[src/rtl/layer_arbiter_2to1.sv]
// Two-requester, vector-granular round-robin front end for one shared layer engine.
// Define LAYER_ARB_PERF_EN to add saturating per-requester completed-vector counters.
module layer_arbiter_2to1 #(
  parameter int M = 8,
  parameter int N = 8,
  parameter int T = 16
) (
  input  logic         clk,
  input  logic         reset,
  input  logic         s0_valid,
  output logic         s0_ready,
  input  logic [T-1:0] s0_data,
  input  logic         s1_valid,
  output logic         s1_ready,
  input  logic [T-1:0] s1_data,
  output logic         m0_valid,
  input  logic         m0_ready,
  output logic [T-1:0] m0_data,
  output logic         m1_valid,
  input  logic         m1_ready,
  output logic [T-1:0] m1_data,
  output logic         e_s_valid,
  input  logic         e_s_ready,
  output logic [T-1:0] e_data_in,
  input  logic         e_m_valid,
  output logic         e_m_ready,
  input  logic [T-1:0] e_data_out,
`ifdef LAYER_ARB_PERF_EN
  output logic [15:0]  done_cnt0,
  output logic [15:0]  done_cnt1,
`endif
  output logic         busy,
  output logic         owner
);

  // state | meaning
  // IDLE  | no grant held; pending requests are arbitrated here
  // FEED  | owner streams its N input words into the engine
  // DRAIN | owner receives the M result words from the engine
  typedef enum logic [1:0] {IDLE, FEED, DRAIN} state_t;

  localparam int IW = $clog2(N + 1);
  localparam int OW = $clog2(M + 1);
  localparam logic [IW-1:0] IN_LAST  = IW'(N - 1);
  localparam logic [OW-1:0] OUT_LAST = OW'(M - 1);

  state_t        state_q, state_d;
  logic          owner_q, owner_d;
  logic          last_grant_q, last_grant_d;
  logic [IW-1:0] in_cnt_q, in_cnt_d;
  logic [OW-1:0] out_cnt_q, out_cnt_d;
  logic          winner;
  logic          final_hs;

  // On a tie the requester not served last wins.
  assign winner = (s0_valid && s1_valid) ? ~last_grant_q : s1_valid;

  always_comb begin
    state_d      = state_q;
    owner_d      = owner_q;
    last_grant_d = last_grant_q;
    in_cnt_d     = in_cnt_q;
    out_cnt_d    = out_cnt_q;
    final_hs     = 1'b0;
    s0_ready     = 1'b0;
    s1_ready     = 1'b0;
    m0_valid     = 1'b0;
    m1_valid     = 1'b0;
    m0_data      = '0;
    m1_data      = '0;
    e_s_valid    = 1'b0;
    e_data_in    = '0;
    e_m_ready    = 1'b0;
    case (state_q)
      IDLE: begin
        if (s0_valid || s1_valid) begin
          state_d  = FEED;
          owner_d  = winner;
          in_cnt_d = '0;
        end
      end
      FEED: begin
        e_s_valid = owner_q ? s1_valid : s0_valid;
        e_data_in = owner_q ? s1_data : s0_data;
        s0_ready  = !owner_q && e_s_ready;
        s1_ready  = owner_q && e_s_ready;
        if (e_s_valid && e_s_ready) begin
          in_cnt_d = in_cnt_q + 1'b1;
          if (in_cnt_q == IN_LAST) begin
            state_d   = DRAIN;
            out_cnt_d = '0;
          end
        end
      end
      DRAIN: begin
        m0_valid  = !owner_q && e_m_valid;
        m1_valid  = owner_q && e_m_valid;
        m0_data   = owner_q ? '0 : e_data_out;
        m1_data   = owner_q ? e_data_out : '0;
        e_m_ready = owner_q ? m1_ready : m0_ready;
        if (e_m_valid && e_m_ready) begin
          out_cnt_d = out_cnt_q + 1'b1;
          final_hs  = (out_cnt_q == OUT_LAST);
        end
      end
      default: state_d = IDLE;
    endcase
    if (final_hs) begin
      state_d      = IDLE;
      last_grant_d = owner_q;
    end
  end

  always_ff @(posedge clk) begin
    if (reset) begin
      state_q      <= IDLE;
      owner_q      <= 1'b0;
      last_grant_q <= 1'b1;
      in_cnt_q     <= '0;
      out_cnt_q    <= '0;
    end else begin
      state_q      <= state_d;
      owner_q      <= owner_d;
      last_grant_q <= last_grant_d;
      in_cnt_q     <= in_cnt_d;
      out_cnt_q    <= out_cnt_d;
    end
  end

  assign busy  = (state_q != IDLE);
  assign owner = owner_q;

`ifdef LAYER_ARB_PERF_EN
  logic [15:0] done_cnt0_q, done_cnt0_d;
  logic [15:0] done_cnt1_q, done_cnt1_d;

  always_comb begin
    done_cnt0_d = done_cnt0_q;
    done_cnt1_d = done_cnt1_q;
    if (final_hs && !owner_q && done_cnt0_q != 16'hFFFF) done_cnt0_d = done_cnt0_q + 16'd1;
    if (final_hs && owner_q && done_cnt1_q != 16'hFFFF) done_cnt1_d = done_cnt1_q + 16'd1;
  end

  always_ff @(posedge clk) begin
    if (reset) begin
      done_cnt0_q <= '0;
      done_cnt1_q <= '0;
    end else begin
      done_cnt0_q <= done_cnt0_d;
      done_cnt1_q <= done_cnt1_d;
    end
  end

  assign done_cnt0 = done_cnt0_q;
  assign done_cnt1 = done_cnt1_q;
`endif

endmodule

[config.mk]
export PLATFORM = sky130hd
export DESIGN_NAME = layer_arbiter_2to1
export DESIGN_NICKNAME = d
export VERILOG_FILES = /design/src/rtl/layer_arbiter_2to1.sv
export SDC_FILE = /design/constraint.sdc
export NUM_CORES = 1
export LEC_CHECK = 0
export BUFFER_PORTS_ARGS = -buffer_cell sky130_fd_sc_hd__buf_2
export CORE_MARGIN = 5
export CORE_UTILIZATION = 38
export CTS_CLUSTER_SIZE = 8
export DETAILED_ROUTE_END_ITERATION = 16
export GPL_TIMING_DRIVEN = 0
export HOLD_SLACK_MARGIN = 0.12
export PLACE_DENSITY_LB_ADDON = 0.08
export SLEW_MARGIN = 20
export SYNTH_ARGS = -nofsm -noshare
export SYNTH_HDL_FRONTEND = slang
export SYNTH_SLANG_ARGS = --single-unit
[constraint.sdc]
create_clock -name clk -period 1.6 [get_ports clk]
set_clock_uncertainty 0.1 [all_clocks]
set_input_delay 0.24 -clock clk [delete_from_list [all_inputs] [get_ports clk]]
set_output_delay 0.24 -clock clk [all_outputs]
set_load 0.02 [all_outputs]
==> flow_metrics.env, run 1 <==
export IMPL_async_reset_ff_share_pct=0
export IMPL_globalplace_congestion=0.7462
export IMPL_initial_core_util_pct=40.40
export IMPL_numClockSinks=12
export IMPL_ys_flop_type="dfxtp_1"
export IMPL_endpoint_type="top-level output"
export IMPL_synthDistinctLibCells=50
export IMPL_synth_edf_count=0
export IMPL_cts_path_max_buffers=2
export IMPL_fp_dieW_um=67.44
export IMPL_hpwl_um=3836
export IMPL_synth_area_sq_um=1254
export IMPL_worst_endpoint="m0_data[15]"
export IMPL_yosysTopAreaCell="dfxtp_1"
export IMPL_syn_num_nets=219
export IMPL_stop_error="[ERROR DPL-0038] Utilization greater than 100%, impossible to legalize"
export IMPL_htree_num_levels=1
export IMPL_ys_top_cells_by_area="dfxtp_1 (19%), mux2i_1 (14%), and3_1 (9.5%)"
export IMPL_cts_inserted_buffers=3
export IMPL_num_rows=20
export IMPL_syn_inst=161
export IMPL_dieHeight_um=67.44
export IMPL_ys_ff_latch=12
export IMPL_outcome="did not finish"
export IMPL_netlist_area_leader_share_pct=19.16
export IMPL_grt_max_degree=11
export IMPL_dpl_cell_area_sq_um=1893
export IMPL_yosysMostFrequentCell="nor2_1"
export IMPL_seq_area_frac_synth_pct=19.16
export IMPL_haltStage="global routing"
export IMPL_ioPinCount=112
export IMPL_yosysWarnings=0
export IMPL_post_synth_cell_area_avg_sq_um=7.787
export IMPL_io_buffers=110
export IMPL_synthTopCellsByCount="nor2_1 (24), and3_1 (19), and2_1 (17), mux2i_1 (17), dfxtp_1 (12)"
export IMPL_dp_cells=315
export IMPL_cts_root_buf="clkbuf_4"
[kinds of logic after synthesis]
family | after synthesis | share of synthesized area [%]
multiplexers | 20 | 17.36
AND/OR/NAND/NOR | 89 | 41.12
flip-flops | 12 | 19.16
AO/OA/AOI/OAI | 22 | 13.67
adder cells (fa/ha/maj) | 2 | 1.996
buffers and inverters | 16 | 6.687
[timing repair]
item,in CTS
pin swaps,21
gates cloned,3
resized for setup,187
endpoints found under the hold margin,3
hold buffers,1
endpoints found under the setup margin,59
setup buffers,26
[metrics by stage]
| step | worst slack, ns | setup TNS [ns] |
|---|---|---|
| after CTS | -0.1718 | -7.590 |
| after detailed placement | -0.2839 | -6.965 |
| after global placement | -0.2923 | -6.836 |
| after floorplan | -0.007664 | -0.007664 |
==> inputs of run 2 (changes only) <==
Settings changed: CORE_UTILIZATION 38 to 25, CTS_CLUSTER_SIZE 8 to default, HOLD_SLACK_MARGIN 0.12 to default, PLACE_DENSITY_LB_ADDON 0.08 to 0.15.
==> flow_metrics.env, run 2 <==
export IMPL_outcome="complete, but fails checks"
export IMPL_violations="negative setup slack"
export IMPL_drive_gt1_share_pct=77.56
export IMPL_first_pass_iters=4
export IMPL_crit_chain="buf_6 -> and2b_2 -> buf_8 -> and3_1 -> buf_2"
export IMPL_arrival_ns=1.40
export IMPL_coreArea_sq_um=4786
export IMPL_cts_path_max_buffers=2
export IMPL_route_met3_wl_um=278
export IMPL_slew_violations=0
export IMPL_reg_top3="in_cnt_q (4), out_cnt_q (4), state_q (2)"
export IMPL_yosysWarnings=0
export IMPL_final_cell_mix="buf_2 (63), buf_6 (57), buf_4 (18), mux2i_4 (16), nor2_4 (14)"
export IMPL_synthMuxAreaShare_pct=17.37
export IMPL_drc=0
export IMPL_relSlewSlack_pct=76.21
export IMPL_grt_pass1_wl_um=8086
export IMPL_fp_dieW_um=80.82
export IMPL_fill_cells=377
export IMPL_power_density_nw_per_um2=426.9
export IMPL_track_usage_pct=15.47
export IMPL_via_per_inst=4.816
export IMPL_clock_latency_ns=0.24
export IMPL_hold_buffers=0
export IMPL_synth_compound_area_share_pct=13.67
export IMPL_nets=362
export IMPL_ioPinCount=112
export IMPL_dieHeight_um=80.82
export IMPL_synth_edf_count=0
export IMPL_cts_tree="yes"
export IMPL_required_ns=1.26
export IMPL_synthToLayoutAreaGrowth_pct=146.9
export IMPL_grt_antenna_before_repair=0
export IMPL_tightest_slew_ns=0.3542
export IMPL_vias=1782
export IMPL_setup_viol=57
export IMPL_syn_inst=161
export IMPL_wl_met1_um=2272
export IMPL_maxCapViolations=0
export IMPL_dpl_cell_area_sq_um=1922
export IMPL_synthTopCellsByCount="nor2_1 (24), and3_1 (19), and2_1 (17), mux2i_1 (17), dfxtp_1 (12)"
export IMPL_met2_length_um=3484
export IMPL_grt_remaining_overflow=0
export IMPL_synth_simple_gate_area_share_pct=41.12
export IMPL_synth_top_family_by_area="simple AND/OR/NAND/NOR gates"
export IMPL_ys_flop_type="dfxtp_1"
export IMPL_wirelength_um=6132
export IMPL_seq_area_frac_synth_pct=19.16
export IMPL_synth_area_sq_um=1254
export IMPL_ys_top_cells_by_area="dfxtp_1 (19%), mux2i_1 (14%), and3_1 (9.5%)"
export IMPL_synth_xor_area_share_pct=0
export IMPL_cp_slowest_stage_delay_ns=0.33
export IMPL_hold_ws_ns=0.09333
export IMPL_grt_pass1_vias=1687
export IMPL_hold_violations=0
export IMPL_final_min_clock_period_ns=1.738
export IMPL_worst_path_max_fanout=10
export IMPL_ir_drop_mv=0.3695
export IMPL_dp_cells=338
export IMPL_grt_max_degree=11
export IMPL_netlist_area_leader_share_pct=19.16
export IMPL_slowest_stage="dfxtp_2"
export IMPL_yosysTopAreaCell="dfxtp_1"
export IMPL_dp_slack_ns=-0.3759
export IMPL_hpwl_um=3913
export IMPL_top_layer="met4"
export IMPL_num_rows=25
export IMPL_yosys_area_share_adder_pct=1.996
export IMPL_htree_num_levels=1
export IMPL_rsz0062_at_grt="true"
export IMPL_yosysMostFrequentCell="nor2_1"
export IMPL_async_reset_ff_share_pct=0
export IMPL_fmax_ghz=0.5754
export IMPL_final_cells=370
export IMPL_drtIter0Drc=108
export IMPL_p_leak_nw=1.393
export IMPL_cts_root_buf="clkbuf_8"
export IMPL_avgRoutedWirePerCell_um=16.57
export IMPL_numClockSinks=12
export IMPL_syn_num_nets=219
export IMPL_ys_ff_latch=12
export IMPL_final_area_sq_um=3095
export IMPL_holdCritPathClass="input pin to register"
export IMPL_initial_core_util_pct=26.20
export IMPL_setup_slack_ns=-0.1380
export IMPL_tns_ns=-5.381
export IMPL_diodes=0
export IMPL_cp_start_kind="register"
export IMPL_cp_end_kind="output port"
export IMPL_die_area_sq_um=6531
export IMPL_cts_inserted_buffers=3
export IMPL_clk_pin_slew_ns=0.06
export IMPL_post_synth_cell_area_avg_sq_um=7.787
export IMPL_path_class="register to output port"
export IMPL_io_buffers=110
export IMPL_synthDistinctLibCells=50
export IMPL_ant_nets=0
export IMPL_layout_commonest_cell="buf_2"
export IMPL_period_share_pct=108.6
export IMPL_globalplace_congestion=0.7541
[run 2: cell counts after synthesis]
No cell type changed its count.
[run 2: logic make-up after synthesis]
family	after synthesis
AND/OR/NAND/NOR	89
AO/OA/AOI/OAI	22
multiplexers	20
buffers and inverters	16
flip-flops	12
adder cells (fa/ha/maj)	2
[run 2: worst max-delay path: cells and delay by family, from the launching register on]
| kind | cells | cell delay (ns) |
|---|---|---|
| and+or+nand+nor | 2 | 0.41 |
| buffers and inverters | 3 | 0.40 |
| DFF | 1 | 0.33 |
[run 2: through the flow]
step | util [%] | power, W
after floorplan | - | 0.0005222
after global placement | 40.16 | 0.0006625
after detailed placement | 40.16 | 0.0006634
after CTS | 52.94 | 0.001177
after global routing | 64.68 | 0.001377
final | 64.68 | 0.001322
[run 2: layout make-up]
| type | count | area (sq um) | share of cell area [%] |
|---|---|---|---|
| multi-input combinational | 133 | 1391 | 44.95 |
| timing repair buffer | 139 | 1139 | 36.78 |
| sequential | 12 | 246.5 | 7.963 |
| buffer | 11 | 165.2 | 5.335 |
| tap | 67 | 83.83 | 2.708 |
| clock buffer | 4 | 55.05 | 1.778 |
| inverter | 4 | 15.01 | 0.4850 |
[run 2: path summary, 6_finish.rpt]
path | from | endpoint | slack, ns | cells past startpoint
hold / removal | reset | state_q[1]$_SDFFE_PP0P_ | 0.09 | 2
hold reg to reg | out_cnt_q[0]$_SDFFE_PP0P_ | out_cnt_q[0]$_SDFFE_PP0P_ | 0.40 | 2
setup reg to reg | state_q[0]$_SDFFE_PP0P_ | out_cnt_q[2]$_SDFFE_PP0P_ | -0.12 | 6
setup / recovery | state_q[0]$_SDFFE_PP0P_ | m1_data[11] | -0.14 | 5
[run 2: report_power, final]
| group | internal, W | switching [W] | leakage [nW] |
|---|---|---|---|
| registers | 0.000304 | 0.00000708 | 0.0986 |
| logic | 0.000360 | 0.000306 | 1.27 |
| clock network | 0.000218 | 0.000126 | 0.0288 |
| total | 0.000883 | 0.000439 | 1.39 |
[run 2: timing repair]
action,in CTS,in global routing
pin swaps,4,18
cloned,1,1
gates resized for setup,112,112
setup endpoints to repair,55,64
setup buffers,18,9
[run 2: metal layers]
metal  global-route usage, %  vias up
met4                   3.209        0
li1                        -      874
met2                   28.41       48
met1                   18.36      849
met5                       0        -
met3                   3.326       11
(Power assumes the default switching activity.)
